### config.mk
export PLATFORM = sky130hd
export DESIGN_NAME = hazard_scoreboard
export DESIGN_NICKNAME = d
export VERILOG_FILES = /design/src/rtl/hazard_scoreboard.sv
export SDC_FILE = /design/constraint.sdc
export NUM_CORES = 1
export LEC_CHECK = 0
export BUFFER_PORTS_ARGS = -buffer_cell sky130_fd_sc_hd__buf_4
export CAP_MARGIN = 30
export CORE_ASPECT_RATIO = 0.6
export CORE_MARGIN = 5
export CORE_UTILIZATION = 29
export CTS_BUF_LIST = sky130_fd_sc_hd__clkbuf_4
export DETAILED_ROUTE_END_ITERATION = 6
export SYNTH_ARGS = -nofsm -noshare
export SYNTH_HDL_FRONTEND = slang
export SYNTH_SLANG_ARGS = --single-unit
### constraint.sdc
create_clock -name clock -period 1.81 [get_ports clock]
set_clock_uncertainty 0.1 [all_clocks]
set_input_delay 0.2715 -clock clock [delete_from_list [all_inputs] [get_ports clock]]
set_output_delay 0.2715 -clock clock [all_outputs]
set_load 0.005 [all_outputs]
### src/rtl/hazard_scoreboard.sv
// Parametrised forwarding/hazard scoreboard for the in-order RV32I pipeline.
// Optional stall statistics counter enabled by HAZARD_SCOREBOARD_STATS_EN.
module hazard_scoreboard #(
    parameter int REG_ADDR_W = 5,
    parameter int DEPTH      = 2,
    parameter int LOAD_LAT   = 1,
    parameter int SEL_W      = $clog2(DEPTH + 1)
) (
    input  logic                  clock,
    input  logic                  reset,
    input  logic                  id_valid,
    input  logic [REG_ADDR_W-1:0] id_rs0,
    input  logic [REG_ADDR_W-1:0] id_rs1,
    input  logic                  id_rs0_used,
    input  logic                  id_rs1_used,
    input  logic [REG_ADDR_W-1:0] id_rd,
    input  logic                  id_reg_write,
    input  logic                  id_is_load,
    input  logic                  flush,
    output logic                  stall,
    output logic [SEL_W-1:0]      ex_fwd_sel_0,
    output logic [SEL_W-1:0]      ex_fwd_sel_1,
    output logic                  busy,
    output logic [15:0]           stall_count
);

    logic [DEPTH:1]                 ent_v_r;
    logic [DEPTH:1][REG_ADDR_W-1:0] ent_rd_r;
    logic [DEPTH:1]                 ent_ld_r;

    logic [SEL_W-1:0] match_0_s;
    logic [SEL_W-1:0] match_1_s;
    logic             hazard_0_s;
    logic             hazard_1_s;
    logic             iss_s;
    logic             new_v_s;

    // Smallest matching index wins, so scan from oldest to youngest and overwrite.
    function automatic logic [SEL_W-1:0] youngest_match(
        input logic                           used,
        input logic [REG_ADDR_W-1:0]          rs,
        input logic [DEPTH:1]                 v,
        input logic [DEPTH:1][REG_ADDR_W-1:0] rd
    );
        logic [SEL_W-1:0] sel;
        sel = {SEL_W{1'b0}};
        for (int k = DEPTH; k >= 1; k--) begin
            if (used && (rs != {REG_ADDR_W{1'b0}}) && v[k] && (rd[k] == rs)) begin
                sel = SEL_W'(k);
            end else begin
                sel = sel;
            end
        end
        return sel;
    endfunction

    // A load matched before its data exists cannot be forwarded yet.
    function automatic logic load_not_ready(
        input logic [SEL_W-1:0] sel,
        input logic [DEPTH:1]   ld
    );
        logic h;
        h = 1'b0;
        for (int k = 1; k <= DEPTH; k++) begin
            if (sel == SEL_W'(k)) begin
                h = ld[k] && (k < LOAD_LAT + 1);
            end else begin
                h = h;
            end
        end
        return h;
    endfunction

    // Operand lookup, stall and issue qualification for the ID instruction.
    always_comb begin
        match_0_s  = youngest_match(id_rs0_used, id_rs0, ent_v_r, ent_rd_r);
        match_1_s  = youngest_match(id_rs1_used, id_rs1, ent_v_r, ent_rd_r);
        hazard_0_s = load_not_ready(match_0_s, ent_ld_r);
        hazard_1_s = load_not_ready(match_1_s, ent_ld_r);
        if (id_valid && !flush) begin
            stall = hazard_0_s || hazard_1_s;
        end else begin
            stall = 1'b0;
        end
        iss_s   = id_valid && !flush && !stall;
        new_v_s = iss_s && id_reg_write && (id_rd != {REG_ADDR_W{1'b0}});
    end

    // In-flight destination shift register; entries past DEPTH fall off.
    always_ff @(posedge clock or posedge reset) begin
        if (reset) begin
            ent_v_r  <= {DEPTH{1'b0}};
            ent_rd_r <= {(DEPTH*REG_ADDR_W){1'b0}};
            ent_ld_r <= {DEPTH{1'b0}};
        end else begin
            for (int k = DEPTH; k >= 2; k--) begin
                ent_v_r[k]  <= ent_v_r[k-1];
                ent_rd_r[k] <= ent_rd_r[k-1];
                ent_ld_r[k] <= ent_ld_r[k-1];
            end
            ent_v_r[1]  <= new_v_s;
            ent_rd_r[1] <= id_rd;
            ent_ld_r[1] <= id_is_load;
        end
    end

    // Forwarding selects follow the instruction into EX; bubbles get zero.
    always_ff @(posedge clock or posedge reset) begin
        if (reset) begin
            ex_fwd_sel_0 <= {SEL_W{1'b0}};
            ex_fwd_sel_1 <= {SEL_W{1'b0}};
        end else if (iss_s) begin
            ex_fwd_sel_0 <= match_0_s;
            ex_fwd_sel_1 <= match_1_s;
        end else begin
            ex_fwd_sel_0 <= {SEL_W{1'b0}};
            ex_fwd_sel_1 <= {SEL_W{1'b0}};
        end
    end

    assign busy = |ent_v_r;

`ifdef HAZARD_SCOREBOARD_STATS_EN
    logic [15:0] stall_count_r;

    // Saturating count of stalled cycles.
    always_ff @(posedge clock or posedge reset) begin
        if (reset) begin
            stall_count_r <= 16'h0000;
        end else if (stall && (stall_count_r != 16'hFFFF)) begin
            stall_count_r <= stall_count_r + 16'h0001;
        end else begin
            stall_count_r <= stall_count_r;
        end
    end

    assign stall_count = stall_count_r;
`else
    assign stall_count = 16'h0000;
`endif

endmodule

=== Yosys cells after proc, flatten, opt, wreduce, memory -nomap -nowiden ===
Cells that the tools add are included.

* Flip-flop bits (word level): 17
* Input bits: 23

* Equal/unequal tests: 8
* Muxes and demuxes: 11
* Reductions and logical operators: 21

{| class="wikitable"
|+ Operators with widths
! operator !! number
|-
| == test 5 bit || 4
|-
| nonzero test 5 bit || 3
|-
| logical AND 1 bit || 14
|-
| 2-to-1 mux 2 bit || 6
|-
| 2-to-1 mux 1 bit || 5
|-
| == test 2 x 1 -> 1 bit (second input constant) || 2
|-
| == test 2 bit (second input constant) || 2
|-
| logical NOT 1 bit || 2
|-
| OR reduction 2 bit || 1
|-
| logical OR 1 bit || 1
|}

=== Depth between registers and ports, before layout ===
* Word-level depth: 15
* Mapped depth: 5
* Depth with buffers taken out: 5

=== Least setup slack after synthesis ===
OpenSTA, ideal clock, no wires.

* Path kind: input to output
* Start: input port id_rs1[3]
* End: output port stall
* Arrival time: 1,278 ps
* Data required time: 1,439 ps
* Setup slack: 161 ps
* Stages: 5
* Buffers on the path: 0
* Path through: or4_1 o21ai_2 nor3_2 o21ai_1 nor2_1

* Cells in the longest elaborated chain, start to end: 11
* Elaborated cells on any way between the ends: 16
* Those cells by class: eq/ne: 4; mux: 5; reduce/logical: 7

{| class="wikitable"
|+ Ends and longest elaborated chain
! what !! line !! source
|-
| start: declaration || 13 || <nowiki>input logic [REG_ADDR_W-1:0] id_rs1,</nowiki>
|-
| nonzero test 5 bit || 48 || <nowiki>if (used && (rs != {REG_ADDR_W{1'b0}}) && v[k] && (rd[k] == rs)) begin</nowiki>
|-
| logical AND 1 bit (3 in a row) || 48 ||
|-
| 2-to-1 mux 2 bit || 48 ||
|-
| 2-to-1 mux 2 bit (*) || 48 ||
|-
| == test 2 x 1 -> 1 bit || 65 || <nowiki>if (sel == SEL_W'(k)) begin</nowiki>
|-
| 2-to-1 mux 1 bit || 65 ||
|-
| 2-to-1 mux 1 bit (*) || 65 ||
|-
| logical OR 1 bit (*) || 81 || <nowiki>stall = hazard_0_s || hazard_1_s;</nowiki>
|-
| 2-to-1 mux 1 bit (*) || 80 || <nowiki>if (id_valid && !flush) begin</nowiki>
|-
| end: declaration || 20 || <nowiki>output logic stall,</nowiki>
|}

Every way passes the cells marked *; elsewhere a longest branch is shown, timed or not.

=== Final worst setup path ===
* Start: register ent_rd_r[2] (netlist name)
* End: output port stall

* Cells in the longest elaborated chain, start to end: 8
* Elaborated cells on any way between the ends: 16
* Those cells by class: eq/ne: 6; mux: 7; reduce/logical: 3

{| class="wikitable"
|+ Ends and longest elaborated chain
! what !! line !! source
|-
| start: declaration || 28 || <nowiki>logic [DEPTH:1][REG_ADDR_W-1:0] ent_rd_r;</nowiki>
|-
| start signal: assignment || 93 || <nowiki>ent_rd_r <= {(DEPTH*REG_ADDR_W){1'b0}};</nowiki>
|-
| start signal: indexed assignment || 98 || <nowiki>ent_rd_r[k] <= ent_rd_r[k-1];</nowiki>
|-
| == test 5 bit || 48 ||
|-
| logical AND 1 bit || 48 ||
|-
| 2-to-1 mux 2 bit || 48 ||
|-
| == test 2 x 1 -> 1 bit || 65 ||
|-
| 2-to-1 mux 1 bit (2 in a row) || 65 ||
|-
| logical OR 1 bit (*) || 81 ||
|-
| 2-to-1 mux 1 bit (*) || 80 ||
|}

Marks and branches as above.

==> metrics.md <==
| Metric | Value |
|---|---|
| Register area share after synthesis | a little under half |
| Fin. Hold Viols | 0 |
| Max Cap Viol | 0 |
| Number of global-route vias before repair | approximately 750 |
| Met1 wire length | ~1000 um |
| P_int | ~0.00057 W |
| Die Span Y | approximately 54 um |
| CTS root buffer | clkbuf_4 |
| Met3 wire length | ~250 um |
| Status | complete, but fails checks |
| Total power per unit cell area | 566 mW/mm2 |
| Clock power share | between 20% and 30% |
| Synth Cell Area | 917 um2 |
| Worst flop-to-flop path startpoint | ent_rd_r[2] |
| Initial antenna violation count | 0 |
| P&R area growth vs syn | 47.7% |
| CTS tree | yes |
| CP max FO | 3 |
| Crit path launch | ent_rd_r[2] |
| DP Area | 0.00121 mm2 |
| First-pass GRT wire length | ~3500 um |
| Slew Viols, Final | 0 |
| Crit path time final | roughly 2000 ps |
| Die area | ~0.0044 mm2 |
| Layout cells sized above 1 | between 40% and 50% |
| Number of CTS-inserted buffers | 3 |
| R2r setup slk | approximately 70 ps |
| FF-to-FF End | ex_fwd_sel_0[0] |
| Startpoint Class | flop |
| Dpl ws | -124 ps |
| EDFF count, synth | 0 |
| Arr. time, crit path | approximately 1600 ps |
| Total track usage | roughly 11% |
| Final GP Congestion | around 0.75 |
| Drt first pass iters | 4 |
| Port bufs | 28 |
| Commonest non-fill, non-tap cell in the layout | buf_4 |
| Syn Inst Count | 80 |
| Max clock buf depth | 2 |
| Core area | just under 0.003 mm2 |
| DR WL met2 | roughly 970 um |
| Total gr overflow | 0 |
| 1st-iter DRT viols | 18 |
| Ys async rst share | 100% |
| Clk_lat worst skew | 290 ps |
| WP data required | around 1400 ps |
| Setup TNS | -213 ps |
| DR vias/cell | 4.15 |
| Clock-pin slew on the worst setup and hold paths | 100 ps |
| Worst Setup End Kind | output port |
| Top Layer Used | met3 |
| N_diodes | 0 |
| Final WL | ~2200 um |
| Largest net degree at the start of global routing | 18 |
| Sw Share | around 26% |
| H-tree levels | 1 |
| Critical setup path kind | flop to output port |
| Final Cell Area | approximately 0.0014 mm2 |
| Normalized max-slew margin | between 50 and 60% |
| Hold Slack | ~150 ps |
| Post-route ant nets | 0 |
| HPWL Detailed | between 1500 and 2000 um |
| CP endpoint | stall |
| Yosys warns | 0 |
| Worst Setup Slack, final | -176 ps |
| Achievable Freq | 503 MHz |
| I/O pins | 45 |
| Leakage power total | roughly 0.64 nW |
| Reported net switching power | between 0.00015 and 0.0002 W |
| Most frequent cells in the layout | buf_4, dfrtp_1, conb_1 |
| Maximum vdd drop | roughly 0.29 mV |
| Comb power frac | roughly a fifth |
| # DRC | 0 |
| Die X | between 80 and 90 um |
| # clock sinks | 17 |
| Failing checks | negative setup slack |
| Number of library cell types mapped by synthesis | 20 |
| Worst hold path type | input pin to flop |
| Synth Register Bits | 17 |
| Period utilization | 110% |
| Routed WL per cell | 12.7 um |
| Reg2Reg Depth | 7 |
| Initial Util | between 30% and 40% |
| Final setup fails | 2 |
| Final net count | 158 |
| Worst slew pin tran | between 600 and 700 ps |
| RSZ-0062 raised after global routing | true |
| Sequential cell fraction of total power | 53.7% |
| Vias | between 700 and 800 |
| Syn_area_per_cell | 11.5 um2 |
| Cell row count | 15 |
| Top FF cell, synth | dfrtp_1 |
## final cells by class
cell class | count | area, um2
repair buffers | 51 | 404
well taps | 42 | 52.6
inverters | 1 | 3.75
clock buffers | 3 | 22.5
multi-input cells | 61 | 442
fillers | 284 | 1590
flip-flops and latches | 17 | 425
clock inverters | 1 | 5.00
## worst min path at each step
stage                 startpoint          end  cells past startpoint
global route        id_reg_write   ent_v_r[1]                      2
CTS                 id_reg_write   ent_v_r[1]                      2
global placement      id_is_load  ent_ld_r[1]                      1
detailed placement    id_is_load  ent_ld_r[1]                      1
floorplan                  reset  ent_ld_r[1]                      1
finish              id_reg_write   ent_v_r[1]                      2
## repair_timing
action / CTS / global route
pin swaps: 8 / 5
gates resized for setup: 4 / 0
buffers inserted: 2 / 1
cloned: 0 / 0
hold buffers: 7 / 0
endpoints found under the setup margin: 1 / 1
hold endpoints to repair: 23 / 0
## power groups by stage
stage | clock, W | combinational (W) | sequential (W)
global route | 0.000231 | 0.000176 | 0.000414
detailed placement | 0 | 0.000141 | 0.000419
floorplan | 0 | 0.0000858 | 0.000413
finish | 0.000198 | 0.000158 | 0.000412
global placement | 0 | 0.000137 | 0.000418
CTS | 0.000207 | 0.000158 | 0.000412
## stage by stage
stage / cells / util, % / total power [W]
5_1_grt: 176 / 46.0 / 0.000821
6_report: 176 / 46.0 / 0.000767
4_1_cts: 175 / 45.7 / 0.000777
3_5_place_dp: 162 / 41.2 / 0.000560
3_3_place_gp: 162 / 41.2 / 0.000556
2_1_floorplan: 95 / - / 0.000499
## worst max-delay path, cell delays in order, from the launching register on
cell and delay [ps]:
dfrtp_1 440, xnor2_1 170, nand4_1 160, nor3_4 250
o21ai_2 90, nor2_1 100, buf_4 110
## cells in the mapped netlist, types with 2 or more instances
| master | count | area, um2 |
|---|---|---|
| dfrtp_1 | 17 | 425 |
| buf_4 | 16 | 120 |
| xnor2_1 | 12 | 105 |
| xor2_1 | 8 | 70.1 |
| nand4_1 | 4 | 25.0 |
| or4_1 | 3 | 22.5 |
| a2111oi_2 | 2 | 30.0 |
| nand2_1 | 2 | 7.51 |
| nor3_2 | 2 | 20.0 |
| nor3b_1 | 2 | 15.0 |
| nor4_1 | 2 | 12.5 |
| o21ai_2 | 2 | 17.5 |
## metal layers
layer	up-vias	track usage (%)
li1	349	-
met1	345	14.8
met2	36	17.0
met3	0	4.68
met4	0	1.63
met5	-	0
## flip-flops by register name (all words and copies together), names as in the netlist
name          count
ent_rd_r         10
ent_v_r           2
ex_fwd_sel_0      2
ex_fwd_sel_1      2
ent_ld_r          1
## kinds of logic after synthesis
group / share of synthesized area [%]
xor gates and xnor gates: 19.1
and+or+nand+nor: 13.6
DFF: 46.4
buffers and inverters: 13.5
AOI/OAI and AO/OA: 6.96
other: 0.409
(Power assumes the default switching activity.)
